**config.mk**
```make
export PLATFORM = sky130hd
export DESIGN_NAME = reg_bus_master_flat
export DESIGN_NICKNAME = d
export VERILOG_FILES = /design/src/rtl/reg_bus_master_if.sv /design/src/rtl/reg_bus_master.sv /design/src/flat_wrapper.sv
export SDC_FILE = /design/constraint.sdc
export NUM_CORES = 1
export LEC_CHECK = 0
export CAP_MARGIN = 20
export CORE_ASPECT_RATIO = 0.6
export CORE_MARGIN = 10
export CORE_UTILIZATION = 40
export CTS_CLUSTER_DIAMETER = 100
export CTS_CLUSTER_SIZE = 16
export DETAILED_ROUTE_END_ITERATION = 6
export GPL_ROUTABILITY_DRIVEN = 0
export MAX_ROUTING_LAYER = met4
export PLACE_DENSITY_LB_ADDON = 0.05
export SKIP_LAST_GASP = 1
export SLEW_MARGIN = 20
export SYNTH_ARGS = -nofsm -noshare
export SYNTH_HDL_FRONTEND = slang
export SYNTH_SLANG_ARGS = --single-unit
export TNS_END_PERCENT = 20
```
**constraint.sdc**
```tcl
create_clock -name clk_usb -period 2.5 [get_ports clk_usb]
set_clock_uncertainty 0.05 [all_clocks]
set_input_delay 0.625 -clock clk_usb [delete_from_list [all_inputs] [get_ports clk_usb]]
set_output_delay 0.625 -clock clk_usb [all_outputs]
set_load 0.01 [all_outputs]
```
**src/rtl/reg_bus_master_if.sv**
```systemverilog
// Command/response byte streams plus the register-bus signals of reg_bus_master.
interface reg_bus_master_if #(
   parameter int pBYTECNT_SIZE = 7
);
   logic [7:0]               rx_data;
   logic                     rx_valid;
   logic                     rx_ready;
   logic [7:0]               tx_data;
   logic                     tx_valid;
   logic                     tx_ready;
   logic [7:0]               reg_address;
   logic [pBYTECNT_SIZE-1:0] reg_bytecnt;
   logic [7:0]               reg_datai;
   logic [7:0]               reg_datao;
   logic                     reg_read;
   logic                     reg_write;
   logic                     busy;
   logic                     error;

   modport master (
      input  rx_data, rx_valid, tx_ready, reg_datao,
      output rx_ready, tx_data, tx_valid, reg_address, reg_bytecnt,
             reg_datai, reg_read, reg_write, busy, error
   );

   modport slave (
      output rx_data, rx_valid, tx_ready, reg_datao,
      input  rx_ready, tx_data, tx_valid, reg_address, reg_bytecnt,
             reg_datai, reg_read, reg_write, busy, error
   );
endinterface

```
**src/rtl/reg_bus_master.sv**
```systemverilog
// Decodes cmd/addr/len frames into register-bus strobes; writes strobe the cycle after
// each data byte, reads capture reg_datao in zero added cycles and stall while tx is full.
module reg_bus_master #(
   parameter int pBYTECNT_SIZE = 7
) (
   input  logic             clk_usb,
   input  logic             reset_i,
   reg_bus_master_if.master bus
);
   typedef enum logic [2:0] {IDLE, ADDR, LEN, WDATA, RDATA} state_t;

   state_t                   state, state_nxt;
   logic                     rdy_en;
   logic                     is_read;
   logic                     error_q;
   logic                     write_q;
   logic                     tx_valid_q;
   logic [7:0]               len_q;
   logic [7:0]               idx_q;
   logic [7:0]               idx_inc;
   logic [7:0]               addr_q;
   logic [7:0]               datai_q;
   logic [7:0]               tx_data_q;
   logic [pBYTECNT_SIZE-1:0] bytecnt_q;
   logic                     rx_fire;
   logic                     rd_fire;
   logic                     last_byte;

   // rdy_en keeps rx_ready low for the cycle right after a reset edge.
   assign bus.rx_ready = rdy_en && (state != RDATA);
   assign rx_fire      = bus.rx_valid && bus.rx_ready;
   assign rd_fire      = (state == RDATA) && (!tx_valid_q || bus.tx_ready);
   assign idx_inc      = idx_q + 8'd1;
   assign last_byte    = (idx_inc == len_q);

   assign bus.reg_read    = rd_fire;
   assign bus.reg_write   = write_q;
   assign bus.reg_address = addr_q;
   assign bus.reg_bytecnt = bytecnt_q;
   assign bus.reg_datai   = datai_q;
   assign bus.tx_data     = tx_data_q;
   assign bus.tx_valid    = tx_valid_q;
   assign bus.busy        = (state != IDLE) || tx_valid_q;
   assign bus.error       = error_q;

   always_ff @(posedge clk_usb) begin
      if (reset_i) state <= IDLE;
      else         state <= state_nxt;
   end

   always_comb begin
      state_nxt = state;
      case (state)
         IDLE:    if (rx_fire && bus.rx_data[6:0] == 7'd0) state_nxt = ADDR;
         ADDR:    if (rx_fire) state_nxt = LEN;
         LEN: begin
            if (rx_fire) begin
               if (bus.rx_data == 8'd0) state_nxt = IDLE;
               else if (is_read)        state_nxt = RDATA;
               else                     state_nxt = WDATA;
            end
         end
         WDATA:   if (rx_fire && last_byte) state_nxt = IDLE;
         RDATA:   if (rd_fire && last_byte) state_nxt = IDLE;
         default: state_nxt = IDLE;
      endcase
   end

   always_ff @(posedge clk_usb) begin
      if (reset_i) begin
         rdy_en     <= 1'b0;
         is_read    <= 1'b0;
         error_q    <= 1'b0;
         write_q    <= 1'b0;
         tx_valid_q <= 1'b0;
         len_q      <= 8'd0;
         idx_q      <= 8'd0;
         addr_q     <= 8'd0;
         datai_q    <= 8'd0;
         tx_data_q  <= 8'd0;
         bytecnt_q  <= '0;
      end else begin
         rdy_en  <= 1'b1;
         write_q <= 1'b0;
         if (rx_fire) begin
            case (state)
               IDLE: begin
                  if (bus.rx_data[6:0] != 7'd0) error_q <= 1'b1;
                  else                          is_read <= bus.rx_data[7];
               end
               ADDR: addr_q <= bus.rx_data;
               LEN: begin
                  len_q     <= bus.rx_data;
                  idx_q     <= 8'd0;
                  bytecnt_q <= '0;
               end
               WDATA: begin
                  datai_q   <= bus.rx_data;
                  bytecnt_q <= idx_q[pBYTECNT_SIZE-1:0];
                  write_q   <= 1'b1;
                  idx_q     <= idx_inc;
               end
               default: ;
            endcase
         end
         // During reads bytecnt tracks the index of the byte being fetched right now.
         if (rd_fire) begin
            tx_data_q  <= bus.reg_datao;
            tx_valid_q <= 1'b1;
            idx_q      <= idx_inc;
            bytecnt_q  <= idx_inc[pBYTECNT_SIZE-1:0];
         end else if (bus.tx_ready) begin
            tx_valid_q <= 1'b0;
         end
      end
   end
endmodule

```
**src/flat_wrapper.sv**
```systemverilog
// flat-port wrapper written by rule: the top's interface ports become plain ports
module reg_bus_master_flat 
#(
   parameter int pBYTECNT_SIZE = 7
)
  (clk_usb, reset_i, bus_rx_data, bus_rx_valid, bus_tx_ready, bus_reg_datao, bus_rx_ready, bus_tx_data, bus_tx_valid, bus_reg_address, bus_reg_bytecnt, bus_reg_datai, bus_reg_read, bus_reg_write, bus_busy, bus_error);
  reg_bus_master_if #(.pBYTECNT_SIZE(pBYTECNT_SIZE)) bus_i ();
  input  logic clk_usb;
  input  logic reset_i;
  input wire logic [$bits(bus_i.rx_data)-1:0] bus_rx_data;
  input wire logic [$bits(bus_i.rx_valid)-1:0] bus_rx_valid;
  input wire logic [$bits(bus_i.tx_ready)-1:0] bus_tx_ready;
  input wire logic [$bits(bus_i.reg_datao)-1:0] bus_reg_datao;
  output wire logic [$bits(bus_i.rx_ready)-1:0] bus_rx_ready;
  output wire logic [$bits(bus_i.tx_data)-1:0] bus_tx_data;
  output wire logic [$bits(bus_i.tx_valid)-1:0] bus_tx_valid;
  output wire logic [$bits(bus_i.reg_address)-1:0] bus_reg_address;
  output wire logic [$bits(bus_i.reg_bytecnt)-1:0] bus_reg_bytecnt;
  output wire logic [$bits(bus_i.reg_datai)-1:0] bus_reg_datai;
  output wire logic [$bits(bus_i.reg_read)-1:0] bus_reg_read;
  output wire logic [$bits(bus_i.reg_write)-1:0] bus_reg_write;
  output wire logic [$bits(bus_i.busy)-1:0] bus_busy;
  output wire logic [$bits(bus_i.error)-1:0] bus_error;
  assign bus_i.rx_data = bus_rx_data;
  assign bus_i.rx_valid = bus_rx_valid;
  assign bus_i.tx_ready = bus_tx_ready;
  assign bus_i.reg_datao = bus_reg_datao;
  assign bus_rx_ready = bus_i.rx_ready;
  assign bus_tx_data = bus_i.tx_data;
  assign bus_tx_valid = bus_i.tx_valid;
  assign bus_reg_address = bus_i.reg_address;
  assign bus_reg_bytecnt = bus_i.reg_bytecnt;
  assign bus_reg_datai = bus_i.reg_datai;
  assign bus_reg_read = bus_i.reg_read;
  assign bus_reg_write = bus_i.reg_write;
  assign bus_busy = bus_i.busy;
  assign bus_error = bus_i.error;
  reg_bus_master #(.pBYTECNT_SIZE(pBYTECNT_SIZE)) u_core (.clk_usb(clk_usb), .reset_i(reset_i), .bus(bus_i));
endmodule
```
==> Word level (Yosys, flattened, before mapping) <==
Cells that the tools add are included.
{ "word_totals": {"reg_bits": 55, "latch_bits": 0, "ram_bits": 0, "romBits": 0, "input_bits": 20, "out_inout_bits": 37, "n_memories": 0} }
{ "op_classes": {"addsub": 1, "mul": 0, "div": 0, "n_lt_le_gt_ge": 0, "eq_ne": 11, "shifts": 0, "n_mux": 18, "bitwise": 2, "n_reduce_logical": 25} }
{ "op_table": {"columns": ["op", "n"], "rows": [
  ["3-bit two-way mux", 7],
  ["8-bit two-way mux", 2],
  ["8-bit one-hot mux with 2 select lines", 1],
  ["3-bit one-hot mux with 5 select lines", 1],
  ["7-bit two-way mux", 2],
  ["7-bit one-hot mux with 2 select lines", 1],
  ["8-bit by 1-bit adder with 8-bit output, second input constant", 1],
  ["8-bit equality test", 1],
  ["8-bit zero test", 1],
  ["2-bit by 1-bit inequality test with 1-bit output, second input constant", 4],
  ["2-bit AND reduction", 4],
  ["7-bit zero test", 1],
  ["7-bit nonzero test", 1],
  ["3-bit by 2-bit equality test with 1-bit output, second input constant", 2],
  ["1-bit logical AND", 6],
  ["3-bit AND reduction", 2],
  ["3-bit nonzero test", 2],
  ["5-bit AND reduction", 1],
  ["1-bit two-way mux", 4],
  ["2-bit nonzero test", 2],
  ["3-bit by 1-bit equality test with 1-bit output, second input constant", 1],
  ["3-bit equality test, second input constant", 1],
  ["3-bit zero test", 1],
  ["3-bit inequality test, second input constant", 1],
  ["other kinds (5)", 7]
]} }

==> Logic depth before layout (Yosys ltp) <==
Gate-level depths: netlist of the first run.
{ "logic_depth": {"depth_word": 6, "ltp_mapped": 8} }

==> Worst setup path after synthesis of the first run <==
Ideal clock, no wire load.
{ "synth_timing": {"path_type": "flip-flop to flip-flop", "startpoint": "reg u_core.idx_q[1]", "endpoint": "reg u_core.state[2]", "setup_time_ps": 130, "arrival_time_ps": 1948, "required_ps": 2320, "setup_slack_ps": 372, "stages_incl_launch_ff": 9, "n_path_buf": 1, "synth_period_minus_slack_ps": 2128, "path_cell_list": "dfxtp_1 ha_1 buf_2 nand3_2 or3_1 a2111oi_2 o311ai_2 nor3_1 nor4_1"} }
{ "synth_between": {"elab_chain_len": 5, "word_cells_on_any_way": 7, "classes_between": "1 x add/sub; 3 x eq/ne; 3 x reduce/logical"} }
{ "synth_lines": {"columns": ["item", "line", "source"], "rows": [
  ["from (decl)", "reg_bus_master.sv:19", "logic [7:0] idx_q;"],
  ["from (signal assigned)", "reg_bus_master.sv:101", "idx_q <= idx_inc;"],
  ["from (signal assigned)", "reg_bus_master.sv:110", "idx_q <= idx_inc;"],
  ["8-bit by 1-bit adder with 8-bit output (*)", "reg_bus_master.sv:33", "assign idx_inc = idx_q + 8'd1;"],
  ["8-bit equality test (*)", "reg_bus_master.sv:34", "assign last_byte = (idx_inc == len_q);"],
  ["1-bit logical AND (on tied branches)", "reg_bus_master.sv:64, reg_bus_master.sv:63", null],
  ["2-bit inequality test (no source line) or 2-bit by 1-bit inequality test with 1-bit output (tied branches)", null, null],
  ["5-bit AND reduction (no source line) (*)", null, null],
  ["to (signal assigned)", "reg_bus_master.sv:48", "else state <= state_nxt;"],
  ["to (decl)", "reg_bus_master.sv:12", "state_t state, state_nxt;"]
]} }
Every way passes the cells marked *; elsewhere a longest branch is shown, timed or not.
A chain may end at the register's enable or synchronous reset.

==> Worst setup path in the final report of the first run <==
{ "layout_timing": {"startpoint": "in bus_tx_ready", "endpoint": "out bus_reg_read"} }
{ "layout_between": {"elab_chain_len": 2} }
{ "layout_lines": {"columns": ["item", "line", "source"], "rows": [
  ["from (decl)", "flat_wrapper.sv:12", "input wire logic [$bits(bus_i.tx_ready)-1:0] bus_tx_ready;"],
  ["1-bit logical OR", "reg_bus_master.sv:32", "assign rd_fire = (state == RDATA) && (!tx_valid_q || bus.tx_ready);"],
  ["1-bit logical AND", "reg_bus_master.sv:32", null],
  ["to (decl)", "flat_wrapper.sv:20", "output wire logic [$bits(bus_i.reg_read)-1:0] bus_reg_read;"]
]} }
Every way passes these cells.

==> results of run 1 <==
stage by stage:
step | std cells | total power, mW
after floorplan | 311 | 0.919
after global placement | 469 | 0.977
after detailed placement | 469 | 0.977
after CTS | 477 | 1.67
after global routing | 477 | 1.71
final | 477 | 1.66
power groups by stage:
stage	clock, mW	sequential (mW)	combinational [mW]
after floorplan	0	0.900	0.0194
after global placement	0	0.900	0.0773
after detailed placement	0	0.900	0.0770
after CTS	0.716	0.879	0.0775
after global routing	0.747	0.880	0.0837
final	0.699	0.879	0.0771
placed cells by master (no fill, tap or decap), types with 7 or more instances in the layout:
master and n:
mux2i_1 9, a22oi_1 7, xnor2_1 7, nor3_1 7, nor2_1 40, o21ai_0 20
clkdlybuf4s50_1 53, buf_4 36, a21oi_1 36, dfxtp_1 55, nand2_1 55
cell type report:
cell class	instances	area, sq um
Sequential cell	55	1100
Clock inverter	2	60.1
Inverter	5	18.8
Multi-Input combinational cell	233	1280
Timing Repair Buffer	92	827
Clock buffer	6	72.6
Fill cell	586	2590
Tap cell	84	105
tightest hold or removal path: cells and delay by family, from the launching register on:
family,cells,cell delay (ps)
AOI/OAI and AO/OA,1,50
DFF,1,320
and+or+nand+nor,1,50
flip-flops by register name, summed over array words and instances, names as in the netlist:
| register | cells |
|---|---|
| u_core.bus.tx_valid | 1 |
| u_core.idx_q | 8 |
| u_core.bus.tx_data | 8 |
| u_core.bus.reg_address | 8 |
| u_core.is_read | 1 |
| u_core.bus.error | 1 |
| u_core.bus.reg_write | 1 |
| u_core.state | 3 |
| u_core.bus.reg_bytecnt | 7 |
| u_core.bus.reg_datai | 8 |
| u_core.len_q | 8 |
| u_core.rdy_en | 1 |
worst paths after layout:
| kind | startpoint | end | slack (ps) |
|---|---|---|---|
| min | u_core.bus.reg_datai[2] | u_core.bus.reg_datai[2] | 410 |
| max reg2reg | u_core.idx_q[5] | u_core.state[2] | 320 |
| min reg2reg | u_core.bus.reg_datai[2] | u_core.bus.reg_datai[2] | 410 |
| max | bus_tx_ready | bus_reg_read | 80 |
cell families after synthesis:
kind of cell | count (synthesis) | synth area share (%)
and+or+nand+nor | 132 | 24.4
adders and majority gates | 1 | 0.507
xor gates and xnor gates | 10 | 3.55
muxes | 9 | 3.65
buffers and inverters | 23 | 3.75
AOI/OAI and AO/OA | 81 | 19.6
DFF | 55 | 44.6
layer usage:
layer,GRT usage (%),wire length [microns],vias up,part of all wire (%)
li1,-,-,1243,-
met1,23.0,3820,1129,52
met2,19.6,2810,85,38
met3,4.09,631,10,8.6
met4,3.55,67,0,0.91
met5,-,0,-,0
repair_timing:
action / CTS / global route
resized for setup: 2 / 1
cloned: 0 / 0
setup endpoints to repair: 1 / 1
hold endpoints to repair: 0 / 0
==> out/qor.csv, run 1 <==
stage,metric,value,unit
run_status,status,completed,
setup_path,cp.required,1820,ps
cts,numCtsBuffers,5,
setup_path,crit_fanout,2,
sta,relSlewSlack,55.2,%
pwr,p_per_area,478,nW/um^2
pwr,combPwrFrac,4.7,%
route,ant_nets,0,
finish,drive_above_1_share,13.0,%
finish,syn2layout_area_growth,40.3,%
setup_path,cp_data_arrival_time,1740,ps
synthesis,syn-num-nets,332,
synthesis,synth_cell_type_count,46,
cts,clkTransAtPathRegs,100,ps
route,viasPerCell,5.17,
global_routing,grt_pass1_vias,2287,
synthesis,synth.cell_area,2470,sq um
sta,finalSetupViolations,0,
floorplan,core.rowCount,22,
placed_design,dp_hpwl,5490,microns
floorplan,io_pins,57,
setup_path,slowest_stage,clkdlybuf4s50_1,
setup_path,crit_type,in2out,
synthesis,synthTopCellsByCount,"dfxtp_1, nand2_1, nor2_1",
synthesis,synthFlopType,dfxtp_1,
setup_path,cp_top_family,buffers and inverters,
sta,setup_ws,82.6,ps
setup_path,worst-path-buf-inv,3,
synthesis,ys.warnings.count,0,
floorplan,die_area,9820,sq um
pwr,ir_worst_vdd,0.242,mV
sta,worstMarginPinSlew,672,ps
finish,final_nets,413,
global_routing,grt_pass1_wl,11900,microns
synthesis,synthCells,311,
route,routedWlPerCell,15.4,microns
cts,clkLatencyLatePin,310,ps
cts,htreeDepth,2,
floorplan,chipHeight,80.9,microns
min_path,hp-class,reg2reg,
sta,finalCriticalPeriod,2420,ps
synthesis,synthArstFlopShare,0,%
route,drt-pass1-iter-count,5,
synthesis,synth_top_area_share,44.6,%
cts,cts_tree,built,
floorplan,core_region_area,6060,sq um
global_routing,overflow,0,
sta,setup_tns,0,ps
route,post-route-drc-count,0,
placed_design,io_buffers,56,
min_path,whs_path_depth,2,
synthesis,ys_ff_latch,55,
global_routing,groute.usage.overall,15.4,%
cts,cts.sinks,55,
floorplan,initial_core_util,40.8,%
pwr,p_sw,0.335,mW
pwr,seqPwrFrac,53.1,%
finish,n_antenna_cell,0,
setup_path,r2r_cells,6,
finish,stdcell_area,3470,sq um
placed_design,dpl-instance-area,3330,sq um
cts,hold_buffers,0,
setup_path,cp_num_cells,5,
run,cap_violations,0,
global_routing,antenna_found_initial,0,
pwr,switching_share,20.2,%
synthesis,synth_edf_count,0,
cts,clk_path_buf_depth,2,
cts,cts-root-buf,clkbuf_8,
synthesis,synth_seq_area_share,44.6,%
finish,final_util,57.2,%
pwr,internal-power,1.32,mW
route,vias,2467,
sta,max_freq,414,MHz
global_routing,grt_start_max_net_pins,36,
sta,slew_viol_final,0,
sta,rsz0062_at_grt,false,
pwr,p_clk_share,42.2,%
setup_path,path_cells,clkdlybuf4s50_1 > nand2b_1 > nand3_2 > inv_1 > dlygate4sd2_1,
sta,whs,408,ps
route,first_iter_violations,164,
floorplan,die_w,121,microns
synthesis,synth_area_leaders,"dfxtp_1, nand2_1, a21oi_1",
synthesis,syn-mean-instance-area,7.94,sq um
sta,hold_violations,0,
placed_design,dp_slack,-229,ps
setup_path,cpPeakStageDelay,480,ps
sta,fin_crit_sh,96.7,%
setup_path,critPathCaptureType,output port,
cts,post-cts-setup-buffers,0,
pwr,p_leak,1.22,nW
route,drt_wl_total,7330,microns
synthesis,yosys.area.top_type,dfxtp_1,
setup_path,crit_path_start_kind,input pin,
Power figures use the tool's default switching activity.
==> inputs of run 2 (changes only) <==
CORE_UTILIZATION = 38   (was 40)
GPL_TIMING_DRIVEN = 0   (was default)
clock period = 2.7 ns   (was 2.5 ns; I/O delays follow)
==> run 2 against run 1 <==
Against the previous run: cell area down 5.9%; register-to-register slack better by 20 ps; critical path depth grew 1; count of clock-buffer cells in the layout down 1; critical path type unchanged; final cell count shrank 4.0%; highest routed layer unchanged.
==> out/qor.csv, run 2 (synthesis gave the netlist of run 1 again) <==
stage,metric,value,unit,change
finish,final_nets,394,,was 413
pwr,combPwrFrac,4.9,%,was 4.7%
setup_path,r2r_setup_slack,340,ps,was 320 ps
cts,htreeDepth,2,,unchanged
cts,cts.sinks,55,,unchanged
route,drt-pass1-iter-count,4,,was 5
global_routing,grt_pass1_wl,11800,microns,was 11900 microns
pwr,p_clk_share,34.8,%,was 42.2%
setup_path,critPathCaptureType,output port,,unchanged
finish,mostFrequentLayoutCells,"nand2_1, dfxtp_1, clkdlybuf4s50_1",,unchanged
sta,setup_tns,0,ps,unchanged
finish,n_antenna_cell,0,,unchanged
sta,max_freq,374,MHz,
sta,rsz0062_at_grt,true,,was false
floorplan,core_region_area,6220,sq um,was 6060 sq um
setup_path,cp_data_arrival_time,1950,ps,was 1740 ps
finish,mostFrequentLayoutCell,nand2_1,,
floorplan,die_area,10200,sq um,was 9820 sq um
min_path,hp-class,reg2reg,,unchanged
floorplan,die_w,124,microns,was 121 microns
sta,setup_ws,26.6,ps,was 82.6 ps
finish,syn2layout_area_growth,32.1,%,was 40.3%
finish,final_util,52.4,%,was 57.2%
floorplan,chipHeight,82.5,microns,was 80.9 microns
finish,multiInputGateArea,1300,sq um,was 1280 sq um
sta,finalSetupViolations,0,,unchanged
placed_design,io_buffers,55,,was 56
global_routing,overflow,0,,unchanged
cts,numCtsBuffers,5,,unchanged
sta,fin_crit_sh,99.0,%,
pwr,p_per_area,414,nW/um^2,was 478 nW/um^2
route,routedWlPerCell,16.4,microns,was 15.4 microns
placed_design,dp_cells,450,,was 469
run_status,status,completed,,unchanged
run,cap_violations,0,,unchanged
finish,drive_above_1_share,6.95,%,was 13.0%
placed_design,dp_hpwl,5590,microns,was 5490 microns
cts,hold_buffers,0,,unchanged
global_routing,grt_start_max_net_pins,18,,was 36
pwr,internal-power,1.03,mW,was 1.32 mW
pwr,switching_share,23.9,%,was 20.2%
route,first_iter_violations,183,,was 164
sta,finalCriticalPeriod,2670,ps,
global_routing,grt_pass1_vias,2241,,was 2287
setup_path,r2r-start,u_core.state[1],,was u_core.idx_q[5]
setup_path,r2r_end,u_core.idx_q[3],,was u_core.state[2]
route,ant_nets,0,,unchanged
sta,whs,409,ps,was 408 ps
setup_path,crit_type,in2out,,unchanged
sta,worstMarginPinSlew,905,ps,was 672 ps
cts,cts-root-buf,clkbuf_8,,unchanged
setup_path,crit_path_start_kind,input pin,,unchanged
finish,fin_cells,458,,was 477
route,viasPerCell,5.22,,was 5.17
placed_design,dpl-instance-area,3130,sq um,was 3330 sq um
cts,clk_path_buf_depth,2,,unchanged
floorplan,initial_core_util,39.7,%,was 40.8%
floorplan,core.rowCount,22,,unchanged
pwr,seqPwrFrac,60.3,%,was 53.1%
setup_path,r2r_cells,8,,was 6
finish,stdcell_area,3260,sq um,was 3470 sq um
floorplan,io_pins,57,,unchanged
sta,slew_viol_final,0,,unchanged
global_routing,groute.usage.overall,15.1,%,was 15.4%
setup_path,crit_fanout,10,,was 2
cts,clkLatencyLatePin,310,ps,about the same
sta,hold_violations,0,,unchanged
pwr,p_leak,1.08,nW,was 1.22 nW
min_path,hold_path_end,u_core.bus.tx_data[6],,was u_core.bus.reg_datai[2]
sta,relSlewSlack,39.3,%,was 55.2%
route,vias,2390,,was 2467
cts,cts_tree,built,,unchanged
finish,regArea,1100,sq um,about the same
route,post-route-drc-count,0,,unchanged
pwr,p_total,1.35,mW,was 1.66 mW
global_routing,antenna_found_initial,0,,unchanged
finish,fill_cells,629,,was 586
setup_path,cp.required,1980,ps,was 1820 ps
cts,clkTransAtPathRegs,100,ps,about the same
min_path,whs_path_depth,2,,unchanged
pwr,ir_worst_vdd,0.240,mV,was 0.242 mV
pwr,p_sw,0.322,mW,was 0.335 mW
min_path,hp-start,u_core.bus.tx_data[6],,was u_core.bus.reg_datai[2]
route,drt_wl_total,7520,microns,was 7330 microns
placed_design,dp_slack,-863,ps,was -229 ps
[run 2: layout make-up]
class                   count  share of cell area [%]
multi-input cells         233                    39.7
clock inverters             3                   0.575
well taps                  84                    3.22
repair buffers             56                    17.2
plain buffers              17                    2.61
clock buffers               5                    2.11
flip-flops and latches     55                    33.9
inverters                   5                   0.652
[run 2: worst max path at each step]
stage | slack (ps) | to | cells after the start | startpoint
2_1_floorplan | 510 | bus_reg_read | 4 | bus_tx_ready
3_3_place_gp | -860 | bus_reg_read | 6 | bus_tx_ready
3_5_place_dp | -860 | bus_reg_read | 6 | bus_tx_ready
4_1_cts | -10 | bus_reg_read | 6 | bus_tx_ready
5_1_grt | -50 | bus_reg_read | 6 | bus_tx_ready
6_report | 30 | bus_reg_read | 6 | bus_tx_ready
[run 2: what timing repair did]
item / in CTS / in global routing
gates resized for setup: 15 / 3
pin swaps: 0 / 0
setup endpoints to repair: 2 / 2
setup buffers: 0 / 1
[run 2: critical path: stages]
cell,delay [ps]
clkdlybuf4s50_1,490
nand2b_4,140
nand3_4,120
inv_4,110
buf_4,170
clkdlybuf4s15_2,240
[run 2: routing by layer]
metal	global-route usage (%)	part of all wire, %	up-vias
met4	3.43	0.78	0
met3	4.34	8.6	7
met5	-	0	-
li1	-	-	1205
met1	21.3	50	1091
met2	20.7	40	87
[run 2: power by group through the flow]
stage	logic (mW)	registers [mW]	clock network, mW
floorplan	0.0179	0.833	0
global placement	0.0655	0.833	0
detailed placement	0.0653	0.833	0
CTS	0.0661	0.814	0.479
global route	0.0705	0.814	0.514
finish	0.0657	0.813	0.470
==> inputs of run 3 (changes only) <==
CTS_CLUSTER_SIZE = 10   (was 16)
==> results of run 3 <==
No change in the layout: final DEF, timing and power equal those of run 2.
